File: config.mk
export PLATFORM = sky130hd
export DESIGN_NAME = down_counter
export DESIGN_NICKNAME = d
export VERILOG_FILES = /design/src/rtl/down_counter.sv
export SDC_FILE = /design/constraint.sdc
export NUM_CORES = 1
export LEC_CHECK = 0
export BUFFER_PORTS_ARGS = -buffer_cell sky130_fd_sc_hd__buf_2
export CAP_MARGIN = 20
export CORE_MARGIN = 1
export CORE_UTILIZATION = 45
export CTS_CLUSTER_DIAMETER = 100
export DETAILED_ROUTE_END_ITERATION = 6
export PLACE_DENSITY = 0.72
export SLEW_MARGIN = 20
export SYNTH_ARGS = -nofsm -noshare
export SYNTH_HDL_FRONTEND = slang
export SYNTH_SLANG_ARGS = --single-unit
File: constraint.sdc
create_clock -name clk -period 5.7 [get_ports clk]
set_clock_uncertainty 0.15 [all_clocks]
set_input_delay 0.285 -clock clk [delete_from_list [all_inputs] [get_ports clk]]
set_output_delay 0.285 -clock clk [all_outputs]
set_load 0.02 [all_outputs]
File: src/rtl/down_counter.sv
// rtl/down_counter.sv - loadable credit down-counter with done pulse and sticky underflow
module down_counter #(
  parameter int CNT_DEC_SIZE = 2,
  parameter int CNT_SIZE     = 16
) (
  input  logic                    clk,
  input  logic                    reset,
  input  logic                    clear,
  input  logic                    load,
  input  logic [CNT_SIZE-1:0]     load_value,
  input  logic                    en,
  input  logic [CNT_DEC_SIZE-1:0] dec,
  output logic                    zero_value,
  output logic                    busy,
  output logic                    done,
  output logic                    error_underflow,
  output logic [CNT_SIZE-1:0]     value
);

  typedef enum logic [1:0] {IDLE, RUN, ERR} state_t;

  state_t            state;
  logic [CNT_SIZE:0] diff;
  logic              borrow;
  logic              diff_zero;

  // One extra bit catches the borrow; the low bits are the wrapped result.
  assign diff      = {1'b0, value} - {{(CNT_SIZE + 1 - CNT_DEC_SIZE){1'b0}}, dec};
  assign borrow    = diff[CNT_SIZE];
  assign diff_zero = (diff[CNT_SIZE-1:0] == '0);

  always_ff @(posedge clk) begin
    if (reset) begin
      value <= '0;
      state <= IDLE;
      done  <= 1'b0;
    end else begin
      done <= 1'b0;
      if (clear) begin
        value <= '0;
        state <= IDLE;
      end else if (load) begin
        value <= load_value;
        state <= (load_value != '0) ? RUN : IDLE;
      end else if (en) begin
        value <= diff[CNT_SIZE-1:0];
        case (state)
          IDLE, RUN: begin
            if (borrow) begin
              state <= ERR;
            end else if (diff_zero && (dec != '0)) begin
              state <= IDLE;
              done  <= 1'b1;
            end
          end
          ERR:     state <= ERR;
          default: state <= ERR;
        endcase
      end
    end
  end

  assign busy            = (state == RUN);
  assign error_underflow = (state == ERR);
  assign zero_value      = (value == '0);

endmodule

**After elaboration in Yosys (flattened, before gate mapping)**

Index checks and enable logic that the tools add are counted.

- Flip-flop bits (word level): 19
- Bits of input ports: 23
- Output and inout port bits: 20
- Logic and storage cells: 29

- Add/sub/neg operators: 1
- Eq/ne operators: 3
- Multiplexer cells: 9
- Bitwise operators: 2
- Reductions and logical operators: 11

Operators by type and width:

| operator | number |
|---|---|
| zero test 16 bit | 2 |
| 2-to-1 mux 16 bit | 2 |
| subtractor 16 x 2 -> 17 bit | 1 |
| nonzero test 16 bit | 1 |
| 2-to-1 mux 2 bit | 5 |
| OR reduction 6 bit | 1 |
| != test 4 bit, second input constant | 1 |
| nonzero test 2 bit | 2 |
| OR reduction 2 bit | 2 |
| == test 2 x 1 -> 1 bit, second input constant | 1 |
| == test 2 bit, second input constant | 1 |
| zero test 2 bit | 1 |
| 2-to-1 mux 1 bit | 2 |
| inverter 1 bit | 2 |
| AND reduction 2 bit | 1 |
| logical AND 1 bit | 1 |

**Depth between registers and ports, before layout**

Gate-level depths: netlist of run 1.

- Word-level depth: 8
- Gate-level depth with buffers: 10
- Mapped depth without buffers: 9

**Worst setup path before layout of run 1**

No wires, ideal clock.

- Kind: register to register
- From: reg value[0]
- To: reg state[0]
- Setup time: 122 ps
- Arrival: 2,392 ps
- Required time: 5,428 ps
- Path slack: 3,037 ps
- Cell stages (with the launch flop): 10
- Buffers on the path: 1
- Period minus slack after synthesis: 2,663 ps
- Path through: dfxtp_1 -> inv_1 -> ha_1 -> fa_1 -> clkbuf_1 -> xnor2_1 -> o2111ai_1 -> or4_4 -> nor4b_2 -> o21ai_1

- Cells in the longest elaborated chain, start to end: 5
- Elaborated cells between the ends (all ways): 9
- Classes of those cells: 1 x add/sub; 1 x eq/ne; 4 x mux; 3 x reduce/logical

Ends and longest elaborated chain:

| item | line | RTL |
|---|---|---|
| start, declared | 17 | `output logic [CNT_SIZE-1:0] value` |
| start signal, assigned | 43 | `value <= load_value;` |
| start signal, assigned | 46 | `value <= diff[CNT_SIZE-1:0];` |
| subtractor 16 x 2 -> 17 bit (*) | 28 | `assign diff = {1'b0, value} - {{(CNT_SIZE + 1 - CNT_DEC_SIZE){1'b0}}, dec};` |
| zero test 16 bit or 2-to-1 mux 2 bit (tied branches) | 30, 49 |  |
| logical AND 1 bit or 2-to-1 mux 2 bit (tied branches) | 51, 47 |  |
| != test 4 bit (no line) or 2-to-1 mux 2 bit (tied branches) | n/a |  |
| AND reduction 2 bit (no line) or 2-to-1 mux 2 bit (tied branches) | n/a |  |
| end signal, assigned | 44 | `state <= (load_value != '0) ? RUN : IDLE;` |
| end, declared | 22 | `state_t state;` |

Mark *: on every way between the ends. The rest lies on a longest branch, timed or not. The select of a mux whose other input is x is not followed.
A chain may end at the register's enable or synchronous reset.

**Final worst setup path of run 1**

Same ends and word-level chain as after synthesis.

==> results of run 1 <==
state kept, by name (all words and copies together), names as in the netlist:
name   cells
done       1
state      2
value     16
through the flow:
step	cells	total power [mW]	worst slack, ns	instance area (um2)
floorplan	170	0.241	3.04	1360
global placement	232	0.270	3.12	1560
detailed placement	232	0.273	3.03	1560
CTS	236	0.344	3.02	1590
global route	236	0.362	2.90	1590
finish	236	0.343	3.01	1590
per-layer routing:
| layer | wire [um] | part of all wire, % | vias up | global-route usage (%) |
|---|---|---|---|---|
| li1 | - | - | 680 | - |
| met4 | 53 | 1.5 | 0 | 9.76 |
| met3 | 182 | 5.2 | 6 | 3.46 |
| met5 | 0 | 0 | - | 0 |
| met2 | 1540 | 44 | 46 | 35.1 |
| met1 | 1700 | 49 | 631 | 30.7 |
layout by cell type, fill, tap and decap left out, types with 2 or more instances in the layout:
cell type	count
nand3_1	5
nand2b_1	2
nand4_1	7
a21oi_1	7
mux2i_1	6
or3_1	3
xnor2_1	11
ha_1	2
nor3_4	2
nor2b_1	4
nor4_1	5
a211oi_1	2
nand2_1	5
inv_1	4
nand4b_1	3
xor2_1	8
nor2_1	30
dfxtp_1	19
o21ai_0	2
and3_1	2
nor3_1	8
and4_1	3
clkbuf_4	3
buf_2	42
path summary, 6_finish.rpt:
check,end,cells after the start
max,state[0],9
min,value[3],3
max reg2reg,state[0],9
min reg2reg,state[0],2
worst max-delay path: cells and delay by family, from the launching register on:
kind / cells / cell delay (ns)
AO/OA/AOI/OAI: 2 / 0.24
adder cells (fa/ha/maj): 2 / 0.74
buffers and inverters: 1 / 0.07
flip-flops: 1 / 0.37
AND/OR/NAND/NOR: 4 / 1.02
power groups by stage:
stage / logic (mW) / clock network [mW] / registers [mW]
detailed placement: 0.121 / 0 / 0.152
global placement: 0.118 / 0 / 0.152
finish: 0.123 / 0.0705 / 0.149
floorplan: 0.0852 / 0 / 0.156
CTS: 0.122 / 0.0728 / 0.149
global route: 0.136 / 0.0757 / 0.150
final cells by class:
type,count,area [um2]
Fill cell,276,1210
Multi-Input combinational cell,136,918
Sequential cell,19,380
Timing Repair Buffer,42,210
Tap cell,31,38.8
Clock buffer,3,22.5
Inverter,4,15.0
Clock inverter,1,5.00
kinds of logic after synthesis:
kind of cell    Yosys count  synth area share (%)
simple gates             90                  39.2
xor+xnor                 19                  12.3
flops                    19                  28.0
compound gates           18                  8.48
buf+inv                  15                  4.33
mux                       6                  4.42
fa+ha+maj                 3                  3.32
cell usage after synthesis, drive strengths merged (2+ instances only):
| cell | instances |
|---|---|
| nor4b | 2 |
| nor3 | 11 |
| nand4b | 3 |
| nor2b | 4 |
| mux2i | 6 |
| and3 | 2 |
| clkbuf | 9 |
| a211oi | 2 |
| and2 | 2 |
| nor2 | 30 |
| ha | 2 |
| a21oi | 7 |
| nand4 | 7 |
| o21ai | 3 |
| xnor2 | 11 |
| or4 | 2 |
| nor4 | 5 |
| xor2 | 8 |
| dfxtp | 19 |
| inv | 4 |
| nand2 | 5 |
| nand3 | 5 |
| and4 | 3 |
| or3 | 3 |
| nand2b | 2 |
| buf | 2 |
==> metrics, run 1 <==
starting density of the core 48.4%; Post-CTS Setup Bufs 0; Syn. warnings 0; Root Buffer clkbuf_4; pwr dens 215 mW/mm2; Max VDD drop 0.000112 V; CP startpoint value[0]; final hold viol count 0; EDFF count, synth 0; crit-path max cell delay 0.54 ns; Area contributors post-synth dfxtp_1, nor2_1, xnor2_1; Routability Congestion 0.891; CP max FO 3; first-pass iteration count of the detailed router 7; Final Setup Violations 0; Routed wire per std cell 14.7 um; Nets 232; DRC Markers 4; I/O Buffers 42; post-synth top area share 28.0%; worst reg2reg setup slack 3.01 ns; final wirelength 3480 um; cells along the critical path inv_1, ha_1, fa_1, nand2_1, nor3_1, o2111ai_1, or4_4, nor4b_2, o21ai_1; clock tree buffer depth 2; DRC violation total after the first TritonRoute iteration 58; Switching Share 36.5%; sequential share of the synthesized area 28.0%; share of cells above drive strength 1 26.8%; arrival time worst endpoint 2.73 ns; setup tns final 0 ns; CP endpoint kind flop; Die H 56.9 um; FF+latch count, synth 19; first-pass GRT wire length 5710 um; initial antenna violation count 0; number of vias per cell 5.78; die width 56.9 um; boundary pin count 43; Yosys top cell by area dfxtp_1; Mapped Area 0.00136 mm2; final slew viol count 0; synth unique cells 45; share of power burned in registers 43.6%; HP Start load_value[3]; critical path class flop to flop; HPWL after DPL 2650 um; largest net degree at the start of global routing 29; max-cap viol count 0; die area 0.00324 mm2; Clock transition at path regs 0.11 ns; Clock Sinks 19; Cells after Synth 170; Switch Pwr 0.125 mW; CTS resizes 0; R2R Path Start value[0]; Clk network pwr share 20.6%; Lkg Pwr 0.715 nW; Peak Freq 372 MHz; status finished, violations left; grt ovf 0; RSZ-0062 raised after global routing no; Final Cycle Share 47.1%; antenna cells 0; # H-tree levels 1; worst hold path type input port to flop; CTS tree built; antenna-violating nets left 0; max_slew headroom 63.5%; combinational share of power 35.8%; clk_lat worst skew 0.30 ns; CP max stage cell or4_4; via count 1363; Mean Syn Cell Area 7.99 um2; CP startpoint kind flop; cell row count 19; Hold Slack 0.0758 ns; ys flop type dfxtp_1; failing checks DRC; vias in the first global route 1279; Area Growth Syn to Fin 17.1%; Critical Path RT 5.74 ns; syn nets 196; Least-Margin Pin Slew 0.547 ns; post-layout util 56.7%; Total GRT Usage 22.5%; Synth async-reset ratio 0%; Core Area 0.00281 mm2; min Tclk post-route 2.69 ns; Num CTS Buffers 3; Power Internal 0.218 mW; cts hold-fix bufs 0
No activity file was read; power rests on OpenSTA's default activity.
==> inputs of run 2 (changes only) <==
- ABC_AREA: unset -> 1
- PLACE_DENSITY: 0.72 -> 0.71
- clock period: 5.7 -> 2.57 ns (I/O delays scaled with it)
==> run 2 against run 1 <==
The flow now finishes without violations. Design area grew 20%. Clock power increased by 130%. Cell count is 48% higher. Sequential share of layout area down 3.9 points. Critical path type unchanged. Critical endpoint is now done. Largest power group unchanged. Highest routed layer unchanged.
==> metrics, run 2 <==
Post-CTS Setup Bufs 0 (unchanged); Reg with most FFs value; crit-path max cell delay 0.54 ns (about the same); Nets 332 (+43%); FF+latch count, synth 19 (unchanged); Mean Syn Cell Area 5.84 um2 (-27%); number of vias per cell 5.16 (-11%); grt ovf 0 (unchanged); Post-DP Area 0.00169 mm2 (+7.8%); Mapped Area 0.00143 mm2 (+5.4%); DRC Markers 0 (-4); initial antenna violation count 0 (unchanged); CP endpoint kind flop; cell row count 20 (+1); starting density of the core 47.3% (-1.1 points); Peak Freq 440 MHz (+18%); share of power burned in registers 40.5% (-3.1 points); antenna cells 0 (unchanged); cells along the critical path inv_1, ha_1, fa_2, nand2_1, nor3_1, nor3b_2, nand3b_1, nor2_1, nand3_1, nor4_1; Die H 58.4 um (+2.6%); CTS tree built; Most Crowded Layer GR met2; CP max FO 3 (unchanged); CP max stage cell fa_2; post-synth top area share 26.6% (-1.4 points); largest net degree at the start of global routing 22 (-24%); Critical Path RT 2.64 ns (-3.10 ns); max_slew headroom 31.8% (-32 points); Clk network pwr share 19.6% (-1.0 points); Syn. warnings 0 (unchanged); Routability Congestion 0.919 (+3.2%); min Tclk post-route 2.27 ns (-0.416 ns); Area Growth Syn to Fin 32.8%; ys flop type dfxtp_1; top cells by count, synth nand2_1, nor2_1, inv_1, dfxtp_1, a31oi_1; clk_lat worst skew 0.30 ns (about the same); synth unique cells 26 (-42%); met3 Resource Use GR 2.42% (-1.0 points); Final Setup Violations 0 (unchanged); Cells after Synth 245 (+44%); final slew viol count 0 (unchanged); RSZ-0062 raised after global routing no; Synth async-reset ratio 0% (unchanged); HPWL after DPL 3210 um (+21%); vias in the first global route 1592 (+24%); Max VDD drop 0.000224 V (+100%); critical path class flop to flop; die area 0.00341 mm2 (+5.2%); worst hold path type input port to flop; final hold viol count 0 (unchanged); boundary pin count 43 (unchanged); Least-Margin Pin Slew 1.02 ns (+0.472 ns); CP startpoint kind flop; commonest non-fill, non-tap cell in the layout nand2_1; Final Cycle Share 88.3% (+41 points); clock tree buffer depth 2 (unchanged); Power Internal 0.487 mW (+120%); antenna-violating nets left 0 (unchanged); Routed wire per std cell 12.4 um (-16%); first-pass iteration count of the detailed router 7 (unchanged); syn nets 271 (+38%); final wirelength 4330 um (+25%); met1 GRT Util 38.9% (+8.2 points); Clock Sinks 19 (unchanged); DRC violation total after the first TritonRoute iteration 103 (+78%); Root Buffer clkbuf_4; fill cell count 303 (+9.8%); commonest cells after routing, fill and taps aside nand2_1, buf_2, nor2_1; Core Area 0.00303 mm2 (+7.9%); Clock transition at path regs 0.12 ns (about the same); leading cell type by number of instances after synthesis nand2_1; max reg flops 16 (unchanged); Total GRT Usage 27.3% (+4.8 points); Top Registers value (16), state (2), done (1); Switch Pwr 0.320 mW (+160%); setup tns final 0 ns (unchanged); pwr dens 425 mW/mm2 (+97%); post-route cell area 0.00190 mm2 (+20%); Yosys top cell by area dfxtp_1; EDFF count, synth 0 (unchanged); sequential share of the synthesized area 26.6% (-1.4 points); max-cap viol count 0 (unchanged); Switching Share 39.6% (+3.1 points); die width 58.4 um (+2.6%); via count 1801 (+32%); combinational share of power 39.9% (+4.1 points); share of cells above drive strength 1 20.7% (-6.2 points); I/O Buffers 42 (unchanged); status completed; M2 GR Usage 43.3% (+8.2 points); arrival time worst endpoint 2.34 ns (-0.39 ns); worst reg2reg setup slack 0.30 ns (-2.71 ns); # H-tree levels 1 (unchanged); Lkg Pwr 0.959 nW (+34%); Area contributors post-synth dfxtp_1, nand2_1, nor2_1; first-pass GRT wire length 7100 um (+24%); Num CTS Buffers 3 (unchanged)
==> run 2: path summary, 6_finish.rpt <==
check                              startpoint  endpoint  cells past startpoint
worst min register to register       state[0]  state[0]                      2
worst max-delay path                 value[0]      done                     10
worst max register to register       value[0]      done                     10
worst min-delay path            load_value[0]  value[0]                      5
==> run 2: final cells by class <==
type,instances,area [um2],area share [%]
clock buffer,3,22.5,1.18
multi-input combinational,196,946,49.8
clock inverter,1,5.00,0.263
inverter,25,93.8,4.94
tap,44,55.1,2.90
sequential,19,380,20.0
timing repair buffer,61,398,20.9
==> run 2: cell families (layout without fill, tap and decap cells) <==
logic type | Yosys count | in the layout | synth area share [%]
compound gates | 25 | 25 | 10.9
xor+xnor | 3 | 3 | 2.36
fa+ha+maj | 3 | 3 | 3.15
buf+inv | 30 | 90 | 7.87
flops | 19 | 19 | 26.6
simple gates | 165 | 165 | 49.1
==> run 2: repair_timing <==
action                                 in CTS  in global routing
endpoints found under the hold margin      17                  0
resized for setup                           0                  2
hold buffers                               18                  0
setup endpoints to repair                   0                  2
==> run 2: critical path, delay by kind of cell, from the launching register on <==
kind	cells	cell delay (ns)
adder cells (fa/ha/maj)	2	0.77
buffers and inverters	1	0.07
flip-flops	1	0.35
AND/OR/NAND/NOR	7	0.86
==> run 2: per-stage QoR <==
stage	setup WS (ns)	hold slack [ns]	power, mW	instances	utilization (%)
finish	0.300	0.000823	0.807	349	62.8
global placement	0.218	0.270	0.626	327	55.7
floorplan	0.233	0.123	0.540	245	-
CTS	0.213	0.00299	0.801	349	62.5
global route	0.0491	0.0149	0.868	349	62.8
detailed placement	0.238	0.269	0.626	327	55.7
==> run 2: layer usage <==
metal  vias up  routed length, um  share of wire (%)
met2        86               1940                 45
met3        10                319                7.4
met1       801               1990                 46
met5         -                  0                  0
met4         0                 85                2.0
li1        904                  -                  -
==> run 2: power by group through the flow <==
| stage | combinational [mW] | clock (mW) | sequential [mW] |
|---|---|---|---|
| global route | 0.361 | 0.178 | 0.329 |
| floorplan | 0.199 | 0 | 0.342 |
| finish | 0.322 | 0.159 | 0.327 |
| detailed placement | 0.293 | 0 | 0.333 |
| CTS | 0.315 | 0.159 | 0.326 |
| global placement | 0.293 | 0 | 0.333 |
==> inputs of run 3 (changes only) <==
- GPL_ROUTABILITY_DRIVEN: unset -> 0
- HOLD_SLACK_MARGIN: unset -> 0.06
==> run 3 against run 2 <==
Count of clock-buffer cells in the layout unchanged. Cell count increased by 0.29%. Sequential power about the same. Sequential share of layout area decreased by 0.17 points. Core utilization increased by 0.54 points. Die area unchanged. Largest cell class unchanged. Via count increased by 1.4%. Register-to-register slack got worse by 0.16 ns.
==> metrics, run 3 (synthesis gave the netlist of run 2 again) <==
status completed; Switching Share 40.3% (+0.74 points); die area 0.00341 mm2 (unchanged); commonest cells after routing, fill and taps aside nand2_1, buf_2, nor2_1; commonest non-fill, non-tap cell in the layout nand2_1; Clock Sinks 19 (unchanged); WP buf/inv 1 (unchanged); DRC Markers 0 (unchanged); CP max FO 3 (unchanged); largest net degree at the start of global routing 22 (unchanged); Power Internal 0.489 mW (+0.25%); first-pass GRT wire length 7300 um (+2.8%); Max VDD drop 0.000292 V (+30%); DRC violation total after the first TritonRoute iteration 138 (+34%); starting density of the core 47.3% (unchanged); final slew viol count 0 (unchanged); boundary pin count 43 (unchanged); Lkg Pwr 0.961 nW (+0.20%); Root Buffer clkbuf_4; grt ovf 0 (unchanged); Routed wire per std cell 13.0 um (+4.9%); max-cap viol count 0 (unchanged); cell family with most CP delay simple AND/OR/NAND/NOR gates; crit-path max cell delay 0.54 ns (about the same); clk_lat worst skew 0.31 ns (about the same); CP max stage cell fa_2; share of power burned in registers 40.0% (-0.5 points); combinational share of power 39.7% (-0.2 points); Top Registers value (16), state (2), done (1); Clock transition at path regs 0.12 ns (about the same); Nets 333 (+0.30%); final wirelength 4560 um (+5.2%); max reg flops 16 (unchanged); Area Growth Syn to Fin 33.9%; arrival time worst endpoint 2.50 ns (+0.16 ns); share of cells above drive strength 1 20.9% (+0.26 points); Post-CTS Setup Bufs 0 (unchanged); # H-tree levels 1 (unchanged); Num CTS Buffers 3 (unchanged); min Tclk post-route 2.43 ns (+0.163 ns); worst hold path type input port to flop; clock tree buffer depth 2 (unchanged); antenna cells 0 (unchanged); max_slew headroom 31.0% (-0.81 points); Reg with most FFs value; Switch Pwr 0.330 mW (+3.4%); HPWL after DPL 3290 um (+2.4%); Setup WS pre-CTS 0.139 ns (-0.0990 ns); CP endpoint kind flop; pwr dens 427 mW/mm2 (+0.63%); vias in the first global route 1585 (-0.44%); cells along the critical path inv_1, ha_1, fa_2, nand2_1, nor3_1, nor3b_2, nand3b_1, nor2_1, nand3_1, nor4_2; initial antenna violation count 0 (unchanged); post-layout util 63.3% (+0.54 points); number of vias per cell 5.22 (+1.1%); fill cell count 277 (-8.6%); cell row count 20 (unchanged); die width 58.4 um (unchanged); Least-Margin Pin Slew 1.03 ns (+0.0121 ns); CP startpoint kind flop; Peak Freq 411 MHz (-6.7%); Core Area 0.00303 mm2 (unchanged); Clk network pwr share 20.3% (+0.7 points); final hold viol count 0 (unchanged); slack of the critical path 0.137 ns (-0.163 ns); Total GRT Usage 28.3% (+1.0 points); first-pass iteration count of the detailed router 5 (-2); Final Setup Violations 0 (unchanged); I/O Buffers 42 (unchanged); via count 1826 (+1.4%); antenna-violating nets left 0 (unchanged); Critical Path RT 2.64 ns (about the same); Final Cycle Share 94.7% (+6.3 points); Die H 58.4 um (unchanged); CTS tree built; critical path class flop to flop
==> run 3: worst reg2reg max path: cells and delay by family (launching register included) <==
| kind | cells | cell delay, ns |
|---|---|---|
| and+or+nand+nor | 7 | 1.01 |
| buffers and inverters | 1 | 0.07 |
| DFF | 1 | 0.36 |
| adders and majority gates | 2 | 0.76 |
==> run 3: area by class of cell <==
type | instances | area (um2) | area share (%)
inverters | 25 | 93.8 | 4.90
clock inverters | 1 | 5.00 | 0.261
multi-input cells | 196 | 952 | 49.7
well taps | 44 | 55.1 | 2.87
flip-flops and latches | 19 | 380 | 19.8
repair buffers | 62 | 408 | 21.3
clock buffers | 3 | 22.5 | 1.17
==> run 3: path summary, 6_finish.rpt <==
kind	slack, ns	start	cells after the start	endpoint
setup reg to reg	0.14	value[0]	10	done
setup / recovery	0.14	value[0]	10	done
hold / removal	0.08	load_value[0]	5	state[0]
hold reg to reg	0.37	state[0]	2	state[0]
==> run 3: repair_timing <==
action,in CTS,in global routing
endpoints found under the setup margin,0,2
hold buffers,19,0
hold endpoints to repair,17,0
resized for setup,0,3
==> run 3: metal layers <==
| metal | share of wire, % | track usage (%) |
|---|---|---|
| met2 | 46 | 44.3 |
| met3 | 6.0 | 2.20 |
| met1 | 46 | 40.2 |
| met4 | 2.5 | 11.9 |
| met5 | 0 | 0 |
==> run 3: through the flow <==
step | hold slack, ns | TNS [ns] | power [mW] | cells | instance area, um2
after floorplan | 0.123 | 0 | 0.540 | 245 | 1430
after global placement | 0.269 | 0 | 0.626 | 327 | 1690
after detailed placement | 0.270 | 0 | 0.627 | 327 | 1690
after CTS | 0.0781 | 0 | 0.810 | 350 | 1900
after global routing | 0.104 | -0.0202 | 0.870 | 350 | 1920
final | 0.0818 | 0 | 0.819 | 350 | 1920
==> run 3: power by group through the flow <==
stage	clock network (mW)	logic [mW]	registers [mW]
2_1_floorplan	0	0.199	0.342
3_3_place_gp	0	0.293	0.333
3_5_place_dp	0	0.294	0.333
4_1_cts	0.166	0.317	0.326
5_1_grt	0.177	0.364	0.329
6_report	0.166	0.325	0.327
